File: config.mk
export PLATFORM = sky130hd
export DESIGN_NAME = l1_to_axi_burst_flat
export DESIGN_NICKNAME = d
export VERILOG_FILES = /design/src/rtl/l1_to_axi_burst_if.sv /design/src/rtl/l1_to_axi_burst.sv /design/src/flat_wrapper.sv
export SDC_FILE = /design/constraint.sdc
export NUM_CORES = 1
export LEC_CHECK = 0
export ABC_AREA = 0
export CAP_MARGIN = 20
export CORE_AREA = 4 4 343 345
export CTS_CLUSTER_SIZE = 40
export DETAILED_ROUTE_END_ITERATION = 8
export DIE_AREA = 0 0 347 349
export DONT_BUFFER_PORTS = 1
export GPL_TIMING_DRIVEN = 0
export MAX_ROUTING_LAYER = met4
export PLACE_DENSITY = 0.67
export SYNTH_ARGS = -nofsm -noshare
export SYNTH_HDL_FRONTEND = slang
export SYNTH_SLANG_ARGS = --single-unit
File: constraint.sdc
create_clock -name clk -period 9.8 [get_ports clk]
set_input_delay 0.98 -clock clk [delete_from_list [all_inputs] [get_ports clk]]
set_output_delay 0.98 -clock clk [all_outputs]
set_load 0.005 [all_outputs]
File: src/rtl/l1_to_axi_burst_if.sv
// rtl/l1_to_axi_burst_if.sv - AXI4 read/write bus bundle between the L1 burst bridge and the interconnect
interface l1_to_axi_burst_if #(
    parameter int DATA_WIDTH = 32,
    parameter int ADDR_WIDTH = 32,
    parameter int AXI_ID_W   = 6
);
    logic [ADDR_WIDTH-1:0]   araddr;
    logic [7:0]              arlen;
    logic [1:0]              arburst;
    logic [2:0]              arsize;
    logic [AXI_ID_W-1:0]     arid;
    logic [3:0]              arcache;
    logic                    arvalid;
    logic                    arready;

    logic [DATA_WIDTH-1:0]   rdata;
    logic [AXI_ID_W-1:0]     rid;
    logic                    rvalid;
    logic                    rready;

    logic [ADDR_WIDTH-1:0]   awaddr;
    logic [7:0]              awlen;
    logic [1:0]              awburst;
    logic [2:0]              awsize;
    logic [AXI_ID_W-1:0]     awid;
    logic [3:0]              awcache;
    logic                    awvalid;
    logic                    awready;

    logic [DATA_WIDTH-1:0]   wdata;
    logic [DATA_WIDTH/8-1:0] wstrb;
    logic                    wlast;
    logic                    wvalid;
    logic                    wready;

    logic                    bvalid;
    logic                    bready;

    modport master (
        output araddr, arlen, arburst, arsize, arid, arcache, arvalid,
        input  arready,
        input  rdata, rid, rvalid,
        output rready,
        output awaddr, awlen, awburst, awsize, awid, awcache, awvalid,
        input  awready,
        output wdata, wstrb, wlast, wvalid,
        input  wready,
        input  bvalid,
        output bready
    );

    modport slave (
        input  araddr, arlen, arburst, arsize, arid, arcache, arvalid,
        output arready,
        output rdata, rid, rvalid,
        input  rready,
        input  awaddr, awlen, awburst, awsize, awid, awcache, awvalid,
        output awready,
        input  wdata, wstrb, wlast, wvalid,
        output wready,
        output bvalid,
        input  bready
    );
endinterface

File: src/rtl/l1_to_axi_burst.sv
// rtl/l1_to_axi_burst.sv - L1 requester to AXI4 bridge issuing in-order read and write bursts
module l1_to_axi_burst #(
    parameter int DATA_WIDTH       = 32,
    parameter int ADDR_WIDTH       = 32,
    parameter int SUB_ID_W         = 2,
    parameter int AXI_ID_W         = 6,
    parameter int REQ_DEPTH        = 16,
    parameter int DATA_DEPTH       = 16,
    parameter int MAX_BURST        = 16,
    parameter int MAX_WR_IN_FLIGHT = 64,
    parameter int DCACHE_ID        = 1
) (
    input  logic                                         clk,
    input  logic                                         rst,
    input  logic                                         req_push,
    input  logic [ADDR_WIDTH-$clog2(DATA_WIDTH/8)-1:0]   req_addr,
    input  logic [DATA_WIDTH/8-1:0]                      req_be,
    input  logic                                         req_rnw,
    input  logic [4:0]                                   req_len,
    input  logic [SUB_ID_W-1:0]                          req_sub_id,
    output logic                                         req_full,
    input  logic                                         wr_data_push,
    input  logic [DATA_WIDTH-1:0]                        wr_data,
    output logic                                         data_full,
    output logic [DATA_WIDTH-1:0]                        rd_data,
    output logic                                         rd_data_valid,
    output logic [SUB_ID_W-1:0]                          rd_sub_id,
    output logic                                         wr_in_flight,
    l1_to_axi_burst_if.master                            axi
);
    localparam int W  = $clog2(DATA_WIDTH/8);
    localparam int WA = ADDR_WIDTH - W;
    localparam int BE = DATA_WIDTH/8;
    localparam int RP = $clog2(REQ_DEPTH);
    localparam int DP = $clog2(DATA_DEPTH);
    localparam int CW = $clog2(MAX_WR_IN_FLIGHT+1);
    localparam logic [CW-1:0] WR_MAX = CW'(MAX_WR_IN_FLIGHT);
    localparam logic [1:0]    DC_ID  = 2'(DCACHE_ID);

    typedef struct packed {
        logic [WA-1:0]       addr;
        logic [BE-1:0]       be;
        logic                rnw;
        logic [4:0]          len;
        logic [SUB_ID_W-1:0] sub_id;
    } req_t;

    typedef enum logic {S_IDLE, S_ACTIVE} wr_state_e;

    // request FIFO (first-word fall-through)
    req_t            req_mem_q [REQ_DEPTH];
    logic [RP-1:0]   req_wp_q, req_wp_d, req_rp_q, req_rp_d, req_rp_nxt;
    logic [RP:0]     req_cnt_q, req_cnt_d;
    req_t            head;
    logic            head_valid, next_valid, next_rnw, req_pop;

    // write-data FIFO
    logic [DATA_WIDTH-1:0] dat_mem_q [DATA_DEPTH];
    logic [DP-1:0]   dat_wp_q, dat_wp_d, dat_rp_q, dat_rp_d;
    logic [DP:0]     dat_cnt_q, dat_cnt_d;
    logic            dat_valid, dat_pop;

    wr_state_e       state_q, state_d;
    logic            aw_done_q, aw_done_d, w_done_q, w_done_d;
    logic [4:0]      beat_q, beat_d;
    logic [CW-1:0]   wr_cnt_q, wr_cnt_d;

    logic [DATA_WIDTH-1:0] rd_data_q, rd_data_d;
    logic [SUB_ID_W-1:0]   rd_sub_id_q, rd_sub_id_d;
    logic                  rd_valid_q, rd_valid_d;

    logic [1:0]      sub_lo;
    logic [5:0]      len_p1;
    logic [2:0]      align_lg;
    logic [WA-1:0]   ar_word;
    logic            ar_valid, rd_pop;
    logic            aw_valid, w_valid, w_last;
    logic            aw_hs, w_hs, last_hs, wr_finish;
    logic            head_is_wr, next_is_wr;
    logic [AXI_ID_W-1:0] unused_rid;

    assign head       = req_mem_q[req_rp_q];
    assign head_valid = (req_cnt_q != '0);
    assign req_rp_nxt = req_rp_q + 1'b1;
    assign next_rnw   = req_mem_q[req_rp_nxt].rnw;
    assign next_valid = (req_cnt_q > (RP+1)'(1));
    assign req_full   = (req_cnt_q == (RP+1)'(REQ_DEPTH));

    assign dat_valid  = (dat_cnt_q != '0);
    assign data_full  = (dat_cnt_q == (DP+1)'(DATA_DEPTH));

    // Read path: D-cache reads must not overtake writes still awaiting B.
    assign sub_lo   = 2'(head.sub_id);
    assign ar_valid = head_valid & head.rnw & ~((sub_lo == DC_ID) & (wr_cnt_q != '0));
    assign rd_pop   = ar_valid & axi.arready;

    always_comb begin
        len_p1   = {1'b0, head.len} + 6'd1;
        align_lg = '0;
        for (int i = 0; i < 6; i++) begin
            if (len_p1[i]) align_lg = 3'(i);
        end
        ar_word  = head.addr & ~((WA'(1) << align_lg) - WA'(1));
    end

    assign axi.arvalid = ar_valid;
    assign axi.araddr  = {ar_word, {W{1'b0}}};
    assign axi.arlen   = {3'b000, head.len};
    assign axi.arburst = (head.len != 5'd0) ? 2'b01 : 2'b00;
    assign axi.arsize  = 3'(W);
    assign axi.arid    = AXI_ID_W'(head.sub_id);
    assign axi.arcache = 4'b0010;
    assign axi.rready  = 1'b1;

    // Write path handshakes
    assign head_is_wr = head_valid & ~head.rnw;
    assign next_is_wr = next_valid & ~next_rnw;
    assign w_last     = (beat_q == head.len);

    always_comb begin
        aw_valid = 1'b0;
        w_valid  = 1'b0;
        if (state_q == S_ACTIVE) begin
            aw_valid = ~aw_done_q;
            w_valid  = dat_valid & ~w_done_q;
        end
    end

    assign aw_hs     = aw_valid & axi.awready;
    assign w_hs      = w_valid & axi.wready;
    assign last_hs   = w_hs & w_last;
    assign wr_finish = (state_q == S_ACTIVE) & (aw_done_q | aw_hs) & (w_done_q | last_hs);
    assign req_pop   = rd_pop | wr_finish;
    assign dat_pop   = w_hs;

    assign axi.awvalid = aw_valid;
    assign axi.awaddr  = {head.addr, {W{1'b0}}};
    assign axi.awlen   = {3'b000, head.len};
    assign axi.awburst = 2'b01;
    assign axi.awsize  = 3'(W);
    assign axi.awid    = AXI_ID_W'(head.sub_id);
    assign axi.awcache = 4'b0010;
    assign axi.wvalid  = w_valid;
    assign axi.wdata   = dat_mem_q[dat_rp_q];
    assign axi.wstrb   = head.be;
    assign axi.wlast   = w_last;
    assign axi.bready  = 1'b1;

    always_comb begin
        wr_cnt_d = wr_cnt_q;
        case ({wr_finish, axi.bvalid})
            2'b10:   wr_cnt_d = wr_cnt_q + CW'(1);
            2'b01:   wr_cnt_d = wr_cnt_q - CW'(1);
            default: wr_cnt_d = wr_cnt_q;
        endcase
    end
    assign wr_in_flight = (wr_cnt_q != '0);

    // Finishing a burst can chain straight into the next write head.
    always_comb begin
        state_d   = state_q;
        aw_done_d = aw_done_q;
        w_done_d  = w_done_q;
        beat_d    = beat_q;
        case (state_q)
            S_IDLE: begin
                if (head_is_wr && (wr_cnt_q < WR_MAX)) state_d = S_ACTIVE;
            end
            S_ACTIVE: begin
                if (aw_hs)   aw_done_d = 1'b1;
                if (w_hs)    beat_d    = beat_q + 5'd1;
                if (last_hs) w_done_d  = 1'b1;
                if (wr_finish) begin
                    aw_done_d = 1'b0;
                    w_done_d  = 1'b0;
                    beat_d    = '0;
                    state_d   = (next_is_wr && (wr_cnt_d < WR_MAX)) ? S_ACTIVE : S_IDLE;
                end
            end
            default: state_d = S_IDLE;
        endcase
    end

    always_comb begin
        req_wp_d  = req_wp_q + RP'(req_push);
        req_rp_d  = req_rp_q + RP'(req_pop);
        req_cnt_d = req_cnt_q + (RP+1)'(req_push) - (RP+1)'(req_pop);
        dat_wp_d  = dat_wp_q + DP'(wr_data_push);
        dat_rp_d  = dat_rp_q + DP'(dat_pop);
        dat_cnt_d = dat_cnt_q + (DP+1)'(wr_data_push) - (DP+1)'(dat_pop);
    end

    always_comb begin
        rd_data_d   = axi.rdata;
        rd_sub_id_d = axi.rid[SUB_ID_W-1:0];
        rd_valid_d  = axi.rvalid;
    end
    assign unused_rid = axi.rid;

    always_ff @(posedge clk) begin
        if (rst) begin
            req_wp_q   <= '0;
            req_rp_q   <= '0;
            req_cnt_q  <= '0;
            dat_wp_q   <= '0;
            dat_rp_q   <= '0;
            dat_cnt_q  <= '0;
            state_q    <= S_IDLE;
            aw_done_q  <= 1'b0;
            w_done_q   <= 1'b0;
            beat_q     <= '0;
            wr_cnt_q   <= '0;
            rd_valid_q <= 1'b0;
        end else begin
            req_wp_q   <= req_wp_d;
            req_rp_q   <= req_rp_d;
            req_cnt_q  <= req_cnt_d;
            dat_wp_q   <= dat_wp_d;
            dat_rp_q   <= dat_rp_d;
            dat_cnt_q  <= dat_cnt_d;
            state_q    <= state_d;
            aw_done_q  <= aw_done_d;
            w_done_q   <= w_done_d;
            beat_q     <= beat_d;
            wr_cnt_q   <= wr_cnt_d;
            rd_valid_q <= rd_valid_d;
        end
    end

    always_ff @(posedge clk) begin
        rd_data_q   <= rd_data_d;
        rd_sub_id_q <= rd_sub_id_d;
        if (req_push)     req_mem_q[req_wp_q] <= '{req_addr, req_be, req_rnw, req_len, req_sub_id};
        if (wr_data_push) dat_mem_q[dat_wp_q] <= wr_data;
    end

    assign rd_data       = rd_data_q;
    assign rd_sub_id     = rd_sub_id_q;
    assign rd_data_valid = rd_valid_q;

    a_req_overflow:  assert property (@(posedge clk) disable iff (rst) !(req_push && req_full));
    a_data_overflow: assert property (@(posedge clk) disable iff (rst) !(wr_data_push && data_full));
    a_b_underflow:   assert property (@(posedge clk) disable iff (rst) !(axi.bvalid && (wr_cnt_q == '0)));
    a_wr_cnt_max:    assert property (@(posedge clk) disable iff (rst) wr_cnt_q <= WR_MAX);
    a_burst_len:     assert property (@(posedge clk) disable iff (rst)
                                      head_valid |-> (len_p1 <= 6'(MAX_BURST)));
endmodule
File: src/flat_wrapper.sv
// flat-port wrapper written by rule: the top's interface ports become plain ports
module l1_to_axi_burst_flat 
#(
    parameter int DATA_WIDTH       = 32,
    parameter int ADDR_WIDTH       = 32,
    parameter int SUB_ID_W         = 2,
    parameter int AXI_ID_W         = 6,
    parameter int REQ_DEPTH        = 16,
    parameter int DATA_DEPTH       = 16,
    parameter int MAX_BURST        = 16,
    parameter int MAX_WR_IN_FLIGHT = 64,
    parameter int DCACHE_ID        = 1
)
  (clk, rst, req_push, req_addr, req_be, req_rnw, req_len, req_sub_id, req_full, wr_data_push, wr_data, data_full, rd_data, rd_data_valid, rd_sub_id, wr_in_flight, axi_araddr, axi_arlen, axi_arburst, axi_arsize, axi_arid, axi_arcache, axi_arvalid, axi_arready, axi_rdata, axi_rid, axi_rvalid, axi_rready, axi_awaddr, axi_awlen, axi_awburst, axi_awsize, axi_awid, axi_awcache, axi_awvalid, axi_awready, axi_wdata, axi_wstrb, axi_wlast, axi_wvalid, axi_wready, axi_bvalid, axi_bready);
  l1_to_axi_burst_if #(.DATA_WIDTH(DATA_WIDTH), .ADDR_WIDTH(ADDR_WIDTH), .AXI_ID_W(AXI_ID_W)) axi_i ();
  input  logic clk;
  input  logic rst;
  input  logic req_push;
  input  logic [ADDR_WIDTH-$clog2(DATA_WIDTH/8)-1:0] req_addr;
  input  logic [DATA_WIDTH/8-1:0] req_be;
  input  logic req_rnw;
  input  logic [4:0] req_len;
  input  logic [SUB_ID_W-1:0] req_sub_id;
  output logic req_full;
  input  logic wr_data_push;
  input  logic [DATA_WIDTH-1:0] wr_data;
  output logic data_full;
  output logic [DATA_WIDTH-1:0] rd_data;
  output logic rd_data_valid;
  output logic [SUB_ID_W-1:0] rd_sub_id;
  output logic wr_in_flight;
  output wire logic [$bits(axi_i.araddr)-1:0] axi_araddr;
  output wire logic [$bits(axi_i.arlen)-1:0] axi_arlen;
  output wire logic [$bits(axi_i.arburst)-1:0] axi_arburst;
  output wire logic [$bits(axi_i.arsize)-1:0] axi_arsize;
  output wire logic [$bits(axi_i.arid)-1:0] axi_arid;
  output wire logic [$bits(axi_i.arcache)-1:0] axi_arcache;
  output wire logic [$bits(axi_i.arvalid)-1:0] axi_arvalid;
  input wire logic [$bits(axi_i.arready)-1:0] axi_arready;
  input wire logic [$bits(axi_i.rdata)-1:0] axi_rdata;
  input wire logic [$bits(axi_i.rid)-1:0] axi_rid;
  input wire logic [$bits(axi_i.rvalid)-1:0] axi_rvalid;
  output wire logic [$bits(axi_i.rready)-1:0] axi_rready;
  output wire logic [$bits(axi_i.awaddr)-1:0] axi_awaddr;
  output wire logic [$bits(axi_i.awlen)-1:0] axi_awlen;
  output wire logic [$bits(axi_i.awburst)-1:0] axi_awburst;
  output wire logic [$bits(axi_i.awsize)-1:0] axi_awsize;
  output wire logic [$bits(axi_i.awid)-1:0] axi_awid;
  output wire logic [$bits(axi_i.awcache)-1:0] axi_awcache;
  output wire logic [$bits(axi_i.awvalid)-1:0] axi_awvalid;
  input wire logic [$bits(axi_i.awready)-1:0] axi_awready;
  output wire logic [$bits(axi_i.wdata)-1:0] axi_wdata;
  output wire logic [$bits(axi_i.wstrb)-1:0] axi_wstrb;
  output wire logic [$bits(axi_i.wlast)-1:0] axi_wlast;
  output wire logic [$bits(axi_i.wvalid)-1:0] axi_wvalid;
  input wire logic [$bits(axi_i.wready)-1:0] axi_wready;
  input wire logic [$bits(axi_i.bvalid)-1:0] axi_bvalid;
  output wire logic [$bits(axi_i.bready)-1:0] axi_bready;
  assign axi_araddr = axi_i.araddr;
  assign axi_arlen = axi_i.arlen;
  assign axi_arburst = axi_i.arburst;
  assign axi_arsize = axi_i.arsize;
  assign axi_arid = axi_i.arid;
  assign axi_arcache = axi_i.arcache;
  assign axi_arvalid = axi_i.arvalid;
  assign axi_i.arready = axi_arready;
  assign axi_i.rdata = axi_rdata;
  assign axi_i.rid = axi_rid;
  assign axi_i.rvalid = axi_rvalid;
  assign axi_rready = axi_i.rready;
  assign axi_awaddr = axi_i.awaddr;
  assign axi_awlen = axi_i.awlen;
  assign axi_awburst = axi_i.awburst;
  assign axi_awsize = axi_i.awsize;
  assign axi_awid = axi_i.awid;
  assign axi_awcache = axi_i.awcache;
  assign axi_awvalid = axi_i.awvalid;
  assign axi_i.awready = axi_awready;
  assign axi_wdata = axi_i.wdata;
  assign axi_wstrb = axi_i.wstrb;
  assign axi_wlast = axi_i.wlast;
  assign axi_wvalid = axi_i.wvalid;
  assign axi_i.wready = axi_wready;
  assign axi_i.bvalid = axi_bvalid;
  assign axi_bready = axi_i.bready;
  l1_to_axi_burst #(.DATA_WIDTH(DATA_WIDTH), .ADDR_WIDTH(ADDR_WIDTH), .SUB_ID_W(SUB_ID_W), .AXI_ID_W(AXI_ID_W), .REQ_DEPTH(REQ_DEPTH), .DATA_DEPTH(DATA_DEPTH), .MAX_BURST(MAX_BURST), .MAX_WR_IN_FLIGHT(MAX_WR_IN_FLIGHT), .DCACHE_ID(DCACHE_ID)) u_core (.clk(clk), .rst(rst), .req_push(req_push), .req_addr(req_addr), .req_be(req_be), .req_rnw(req_rnw), .req_len(req_len), .req_sub_id(req_sub_id), .req_full(req_full), .wr_data_push(wr_data_push), .wr_data(wr_data), .data_full(data_full), .rd_data(rd_data), .rd_data_valid(rd_data_valid), .rd_sub_id(rd_sub_id), .wr_in_flight(wr_in_flight), .axi(axi_i));
endmodule
Word level (Yosys, flattened, before mapping)
Memories as Yosys holds them, arrays and structs flattened. A register that Yosys moved wholly into a read port is not among the register bits. Index checks and enable logic that the tools add are counted.

Memory bits (writable): 1184. Memories: 2. Bits in registers: 76. Bits of input ports: 121. Output and inout port bits: 190. Word-level logic and storage cells: 100.

Memory list: u_core.req_mem_q (depth 16, bits a word 42, read ports 2, clocked after memory_dff 1, write ports 1, line l1_to_axi_burst.sv:51) `req_t req_mem_q [REQ_DEPTH];`; u_core.dat_mem_q (depth 16, bits a word 32, read ports 1, clocked after memory_dff 1, write ports 1, line l1_to_axi_burst.sv:58) `logic [DATA_WIDTH-1:0] dat_mem_q [DATA_DEPTH];`.

Bitwise gates (word level): 23. Magnitude comparators: 3. Shift-type cells: 1. Reduce and logical (&&, ||, !) cells: 12. Multiplexer cells: 25. Add/subtract/negate cells: 14. Equal/unequal tests: 6.

Operators by type and width (count): 30-bit bitwise AND (1); 30-bit inverter (1); 1-bit by 3-bit left shift with 30-bit output (first input constant) (1); 30-bit by 1-bit subtractor with 30-bit output (second input constant) (1); 4-bit by 1-bit adder with 4-bit output (4); 1-bit 2-to-1 mux (15); 5-bit nonzero test (3); 7-bit less-than comparator (second input constant) (2); 7-bit case mux with 2 select lines (1); 1-bit bitwise AND (12); 3-bit 2-to-1 mux (4); 5-bit by 1-bit adder with 5-bit output (2); 5-bit == test (second input constant) (2); 5-bit 2-to-1 mux (2); 5-bit by 1-bit subtractor with 5-bit output (2); 4-bit 2-to-1 mux (2); 7-bit by 1-bit adder with 7-bit output (second input constant) (1); 7-bit nonzero test (1); 7-bit by 1-bit subtractor with 7-bit output (second input constant) (1); 5-bit by 1-bit adder with 6-bit output (second input constant) (1); 1-bit inverter (6); 2-bit AND reduction (3); 2-bit nonzero test (3); 5-bit by 1-bit adder with 5-bit output (second input constant) (1); 8 further kinds (12).

Longest topological paths before layout
Gate-level depths: netlist (run 1).

Depth in word-level cells: 14. Gate-level depth with buffers: 19. Depth with buffers taken out: 17.

Least setup slack after synthesis (run 1)
No wires, ideal clock.

Path type: input-to-reg. From: input port req_push. To: memory u_core.req_mem_q[0][0] in the netlist's numbering (enable). Slack: 4963 ps. Required time: 9307 ps. Cell stages on the path: 2. Data arrival time: 4344 ps. Library setup time: 493 ps. Cells stage by stage: or3b_2 > nor3_1.

Cells in the longest elaborated chain, start to end: 2.

RTL lines: from (decl) (line flat_wrapper.sv:18) `input logic req_push;`; 1-bit 2-to-1 mux (line l1_to_axi_burst.sv:233) `if (req_push) req_mem_q[req_wp_q] <= '{req_addr, req_be, req_rnw, req_len, req_sub_id};`; 1-bit 2-to-1 mux (implied by the code) (line l1_to_axi_burst.sv:233); to (decl) (line l1_to_axi_burst.sv:51).

Every way passes these cells.

==> impl_metrics.env, run 1 <==
export IMPL_synth_avg_cell_area_um2=20.6
export IMPL_cts_hold_buf=0
export IMPL_gr_total_overflow=0
export IMPL_clk_path_buf_depth=3
export IMPL_synthToLayoutAreaGrowth_pct=15.7
export IMPL_wl_per_cell_um=28.5
export IMPL_cp_num_cells=14
export IMPL_netlist_top_cells_count="1184 x edfxtp_1, 248 x mux4_2, 173 x mux2i_1"
export IMPL_synth_cells=2376
export IMPL_insertion_delay_ns=0.72
export IMPL_syn_area_mm2=0.0488
export IMPL_ys_seq_area_frac=0.759
export IMPL_post_cts_resized=0
export IMPL_reg2reg_setup_slack_ns=4.45
export IMPL_synth_top_family_by_area="multiplexers"
export IMPL_drc=0
export IMPL_cts_root_buf="clkbuf_16"
export IMPL_cts_num_sinks=1260
export IMPL_post_route_period_util=0.647
export IMPL_worst_setup_path_end_kind="output pin"
export IMPL_synth_edf_count=1184
export IMPL_synth_cell_type_count=63
export IMPL_status="complete, no violations"
export IMPL_start_util=0.428
export IMPL_grt_pass1_wl_um=175000
export IMPL_critPathBufInv=5
export IMPL_num_vias=24400
export IMPL_die_w_um=347
export IMPL_grt_max_degree=23
export IMPL_synth_ff_type="edfxtp_1"
export IMPL_slowest_stage="clkbuf_1"
export IMPL_critPathCapture="axi_araddr[4]"
export IMPL_antenna_left=0
export IMPL_portBuffers=0
export IMPL_drt_iter0_markers=2519
export IMPL_worstMarginPinSlew_ns=1.26
export IMPL_drt_pre_antenna_iters=5
export IMPL_critPathMaxStageDelay_ns=0.80
export IMPL_layout_drive_gt1_share=0.231
export IMPL_synth_compound_area_frac=0.0325
export IMPL_fmax_mhz=158
export IMPL_maxCapViolations=0
export IMPL_crit_chain="clkbuf_1, buf_1, buf_1, clkbuf_1, o21ai_0, inv_1, ha_1, nor2_1, o21a_1, nand2b_1, ha_1, o211ai_1, mux2_1, o22ai_1"
export IMPL_max_slew_margin_rel=0.159
export IMPL_grt_pass1_vias=25500
export IMPL_die_y_um=349
export IMPL_setup_viol=0
export IMPL_multiInputGateArea_mm2=0.0111
export IMPL_setup_tns_ns=0
export IMPL_start_kind="register"
export IMPL_drt_total_wl_um=121000
export IMPL_worstPathArrival_ns=5.36
export IMPL_synthMuxAreaShare=0.152
export IMPL_rows=124
export IMPL_yosys_register_bits=1260
export IMPL_place_gp_congestion=0.786
export IMPL_regArea_mm2=0.0371
export IMPL_dpl_hpwl_um=81300
export IMPL_cts_htree_levels=4
export IMPL_rsz0062_at_grt="no"
export IMPL_hold_slack_ns=0.276
export IMPL_crit_fanout=10
export IMPL_hold_viol_final=0
export IMPL_io_pins=311
export IMPL_cts_tree="yes"
export IMPL_yosys_area_share_simple=0.0216
export IMPL_fin_crit_ns=6.34
export IMPL_hold_class="input port to register"
export IMPL_crit_path_start="u_core.req_rp_q[3]"
export IMPL_cp_top_family="buffers and inverters"
export IMPL_vdd_drop_max_v=0.000169
export IMPL_dieArea_mm2=0.121
export IMPL_rr_endpoint="u_core.state_q"
export IMPL_numCtsBuffers=130
export IMPL_nFillCells=9128
export IMPL_via_per_inst=5.74
export IMPL_skew_ns=0.0200
export IMPL_p_per_area_mw_per_mm2=216
export IMPL_reg2regPathDepth=16
export IMPL_core_mm2=0.114
export IMPL_async_flop_share=0
export IMPL_critPathRequiredTime_ns=8.82
export IMPL_clk_pin_slew_worst_paths_ns=0.06
export IMPL_synthTopCellsByArea="edfxtp_1 73%, mux4_2 11%, mux2i_1 3.5%"
export IMPL_track_usage=0.204
export IMPL_final_core_util=0.495
export IMPL_finalMaxSlewViolations=0
export IMPL_synthAdderAreaFrac=0.00968
export IMPL_nNetsFinal=2786
export IMPL_synth_top_area_frac=0.728
export IMPL_p_leak_nw=17.8
export IMPL_r2r_start="u_core.req_rp_q[3]"
export IMPL_postCtsSetupRepairBufs=0
export IMPL_grt_antenna_before_repair=4
export IMPL_synth_area_leader_cell="edfxtp_1"
export IMPL_yosys_area_share_xor_xnor=0.00484
export IMPL_ys_warn_count=0
export IMPL_critPathKind="register to output pin"
export IMPL_synth_most_common_cell="edfxtp_1"
worst min-delay path by stage:
stage	start	endpoint	cells after the start
after floorplan	u_core.wr_cnt_q[4]	u_core.wr_cnt_q[4]	2
final	axi_rdata[11]	u_core.rd_data[11]	0
after global routing	axi_rdata[28]	u_core.rd_data[28]	0
after CTS	axi_rdata[11]	u_core.rd_data[11]	0
after global placement	u_core.wr_cnt_q[4]	u_core.wr_cnt_q[4]	2
after detailed placement	u_core.wr_cnt_q[4]	u_core.wr_cnt_q[4]	2
report_power, final:
group          total [mW]  switching, mW  internal [mW]
logic                1.48          0.799          0.683
clock network        4.70           1.99           2.70
registers            6.03         0.0432           5.98
total                12.2           2.84           9.37
layout by cell type (no fill, tap or decap), types with 9 or more instances in the layout:
cell type  netlist  layout
nor2_4           0      24
buf_8            0      12
nand2_1         78      78
buf_6            3      36
o21ai_0         40      40
buf_1           25      25
edfxtp_1      1184    1184
mux2i_1        173     173
clkbuf_16        0     137
xor2_1          12      12
nor2b_1         17      17
nor3_1          17       9
nor2_1          58      34
buf_4           65      72
xnor2_1         15      15
nand3_1         11      11
clkinv_1         1      26
mux4_2         248     248
a221oi_1        74      74
dfxtp_1         76      76
nor3_2           1       9
a22oi_1         41      41
buf_12           0      28
ha_1            33      33
inv_1           24      24
clkinv_2         0      15
clkbuf_1        54      89
a21oi_1         19      19
buf_2           13      13
conb_1           2      37
per-stage QoR:
step	instance area (um^2)	instances	setup WS, ns	power (mW)
final	56500	4248	3.46	12.2
after global routing	56500	4247	3.19	12.7
after CTS	56400	4236	3.43	12.3
after detailed placement	52300	4002	4.22	7.62
after global placement	50900	3923	0.720	7.55
after floorplan	49000	2411	4.96	7.19
layer usage:
layer,up-vias,track usage,routed length [um]
met3,250,0.0553,10200
met5,-,-,0
li1,10200,-,-
met4,0,0.0676,3730
met2,1099,0.348,63200
met1,12800,0.236,43900
logic make-up after synthesis:
logic type | count (synthesis)
and+or+nand+nor | 224
DFF | 1260
buffers and inverters | 186
adders and majority gates | 36
xor gates and xnor gates | 27
other | 2
muxes | 427
AOI/OAI and AO/OA | 214
area by class of cell:
| cell class | count | share of cell area |
|---|---|---|
| antenna | 5 | 0.000221 |
| buffer | 160 | 0.0156 |
| clock buffer | 179 | 0.0647 |
| clock inverter | 55 | 0.00781 |
| inverter | 26 | 0.00173 |
| multi-input combinational | 965 | 0.197 |
| sequential | 1260 | 0.656 |
| tap | 1512 | 0.0335 |
| timing repair buffer | 86 | 0.0235 |
registers in the layout, indices dropped and copies added, names as in the netlist:
register and flops:
u_core.aw_done_q 1, u_core.beat_q 5, u_core.dat_cnt_q 5, u_core.dat_mem_q 512
u_core.dat_rp_q 4, u_core.dat_wp_q 4, u_core.rd_data 32, u_core.rd_data_valid 1
u_core.rd_sub_id 2, u_core.req_cnt_q 5, u_core.req_mem_q 672, u_core.req_rp_q 4
u_core.req_wp_q 4, u_core.state_q 1, u_core.w_done_q 1, u_core.wr_cnt_q 7
Power figures use the tool's default switching activity.
==> run 2: changes to the inputs <==
==> constraint.sdc (replaced) <==
create_clock -name clk -period 6.2 [get_ports clk]
set_input_delay 0.62 -clock clk [delete_from_list [all_inputs] [get_ports clk]]
set_output_delay 0.62 -clock clk [all_outputs]
set_load 0.005 [all_outputs]
==> impl_metrics.env, run 2 (same netlist as run 1, synthesis figures left out) <==
export IMPL_worstMarginPinSlew_ns=1.22
export IMPL_worstHoldStart="req_push"
export IMPL_hold_depth=2
export IMPL_clk_pin_slew_worst_paths_ns=0.05
export IMPL_wl_met1_um=44900
export IMPL_cts_root_buf="clkbuf_16"
export IMPL_finalMaxSlewViolations=0
export IMPL_p_leak_nw=18.3
export IMPL_max_slew_margin_rel=0.189
export IMPL_start_util=0.428
export IMPL_critPathRequiredTime_ns=5.58
export IMPL_min_to="u_core.req_cnt_q[0]"
export IMPL_worstPathArrival_ns=4.96
export IMPL_switching_share=0.236
export IMPL_antenna_left=0
export IMPL_drc=0
export IMPL_grt_pass1_vias=25900
export IMPL_hold_viol_final=0
export IMPL_status="complete, no violations"
export IMPL_cts_htree_levels=4
export IMPL_clockPowerShare=0.382
export IMPL_gr_total_overflow=0
export IMPL_hold_class="input port to register"
export IMPL_track_usage=0.206
export IMPL_grt_antenna_before_repair=16
export IMPL_reg2regPathDepth=16
export IMPL_met3_length_um=9530
export IMPL_grt_max_degree=23
export IMPL_p_per_area_mw_per_mm2=337
export IMPL_drt_iter0_markers=2590
export IMPL_portBuffers=0
export IMPL_synthToLayoutAreaGrowth_pct=18.0
export IMPL_setup_viol=0
export IMPL_rsz0062_at_grt="no"
export IMPL_io_pins=311
export IMPL_dr_wl_met2_um=63800
export IMPL_skew_ns=0.0202
export IMPL_die_y_um=349
export IMPL_p_comb_frac=0.128
export IMPL_rr_endpoint="u_core.state_q"
export IMPL_via_per_inst=5.72
export IMPL_wl_per_cell_um=27.9
export IMPL_largest_register_ffs=672
export IMPL_maxCapViolations=0
export IMPL_dpl_cell_count=4002
export IMPL_place_area_mm2=0.0523
export IMPL_reg2reg_setup_slack_ns=0.82
export IMPL_final_area_mm2=0.0577
export IMPL_core_mm2=0.114
export IMPL_final_common_cell="edfxtp_1"
export IMPL_rows=124
export IMPL_p_seq_frac=0.490
export IMPL_regMostFlops="u_core.req_mem_q"
export IMPL_dpl_hpwl_um=81300
export IMPL_instances_no_fill=4368
export IMPL_grt_pass1_wl_um=176000
export IMPL_switching_power_mw=4.59
export IMPL_num_vias=25000
export IMPL_nNetsFinal=2895
export IMPL_place_gp_congestion=0.786
export IMPL_insertion_delay_ns=0.72
export IMPL_fmax_mhz=179
export IMPL_crit_fanout=10
export IMPL_layout_drive_gt1_share=0.222
export IMPL_post_route_period_util=0.899
export IMPL_worst_setup_path_end_kind="output pin"
export IMPL_layout_common_cells="1184 x edfxtp_1, 248 x mux4_2, 173 x mux2i_1"
export IMPL_die_w_um=347
export IMPL_numCtsBuffers=130
export IMPL_start_kind="register"
export IMPL_clk_path_buf_depth=3
export IMPL_fin_crit_ns=5.58
export IMPL_final_core_util=0.505
export IMPL_cts_tree="yes"
export IMPL_drt_total_wl_um=122000
export IMPL_p_int_mw=14.9
export IMPL_vdd_drop_max_v=0.000265
export IMPL_postCtsSetupRepairBufs=0
export IMPL_r2r_start="u_core.req_rp_q[3]"
export IMPL_routed_top_layer="met4"
export IMPL_dieArea_mm2=0.121
export IMPL_cts_num_sinks=1260
export IMPL_drt_pre_antenna_iters=5
export IMPL_critPathKind="register to output pin"
[run 2: metal layers]
metal | vias up | track usage
li1 | 10500 | -
met1 | 13100 | 0.242
met2 | 1160 | 0.352
met3 | 248 | 0.0471
met4 | 0 | 0.0666
met5 | - | -
[run 2: layout make-up]
class	instances	area [um^2]
Fill cell	9061	56500
Sequential cell	1260	37100
Multi-Input combinational cell	965	11100
Clock buffer	179	3660
Timing Repair Buffer	195	2420
Tap cell	1512	1890
Buffer	160	885
Clock inverter	55	442
Inverter	26	97.6
Antenna cell	16	40.0
[run 2: power groups by stage]
stage	registers, mW	logic (mW)	clock network, mW
floorplan	9.69	1.68	0
global placement	9.71	2.22	0
detailed placement	9.70	2.35	0
CTS	9.52	2.51	7.57
global route	9.53	2.70	7.96
finish	9.52	2.50	7.43
[run 2: timing repair]
action / in CTS / in global routing
endpoints found under the hold margin: 1219 / 0
setup endpoints to repair: 0 / 1
hold buffers: 109 / 0
resized for setup: 0 / 3
[run 2: through the flow]
| step | setup slack [ns] | total power [mW] | setup TNS [ns] | hold slack, ns |
|---|---|---|---|---|
| final | 0.624 | 19.4 | 0 | 0.148 |
| after global routing | 0.338 | 20.2 | 0 | 0.121 |
| after CTS | 0.191 | 19.6 | 0 | 0.0948 |
| after detailed placement | 0.918 | 12.1 | 0 | 0.476 |
| after global placement | -2.52 | 11.9 | -397.79 | 0.471 |
| after floorplan | 1.72 | 11.4 | 0 | 0.458 |
[run 2: worst max path at each step]
stage                        from                      end  slack (ns)  cells after the start
4_1_cts        u_core.req_rp_q[3]            axi_araddr[4]        0.19                     14
3_3_place_gp             req_push  u_core.req_mem_q[0][28]       -2.52                      2
3_5_place_dp   u_core.req_rp_q[3]           u_core.state_q        0.92                     16
2_1_floorplan            req_push   u_core.req_mem_q[0][0]        1.72                      2
5_1_grt        u_core.req_rp_q[3]            axi_araddr[4]        0.34                     14
6_report       u_core.req_rp_q[3]            axi_araddr[4]        0.62                     14
[run 2: critical path, stage by stage (launching register included)]
cell,delay (ns)
dfxtp_1,0.30
clkbuf_1,0.41
buf_1,0.54
buf_1,0.54
clkbuf_2,0.50
o21ai_0,0.22
inv_1,0.17
ha_1,0.29
nor2_1,0.08
o21a_1,0.22
nand2b_1,0.09
ha_1,0.23
o211ai_1,0.13
mux2_1,0.30
o22ai_1,0.21
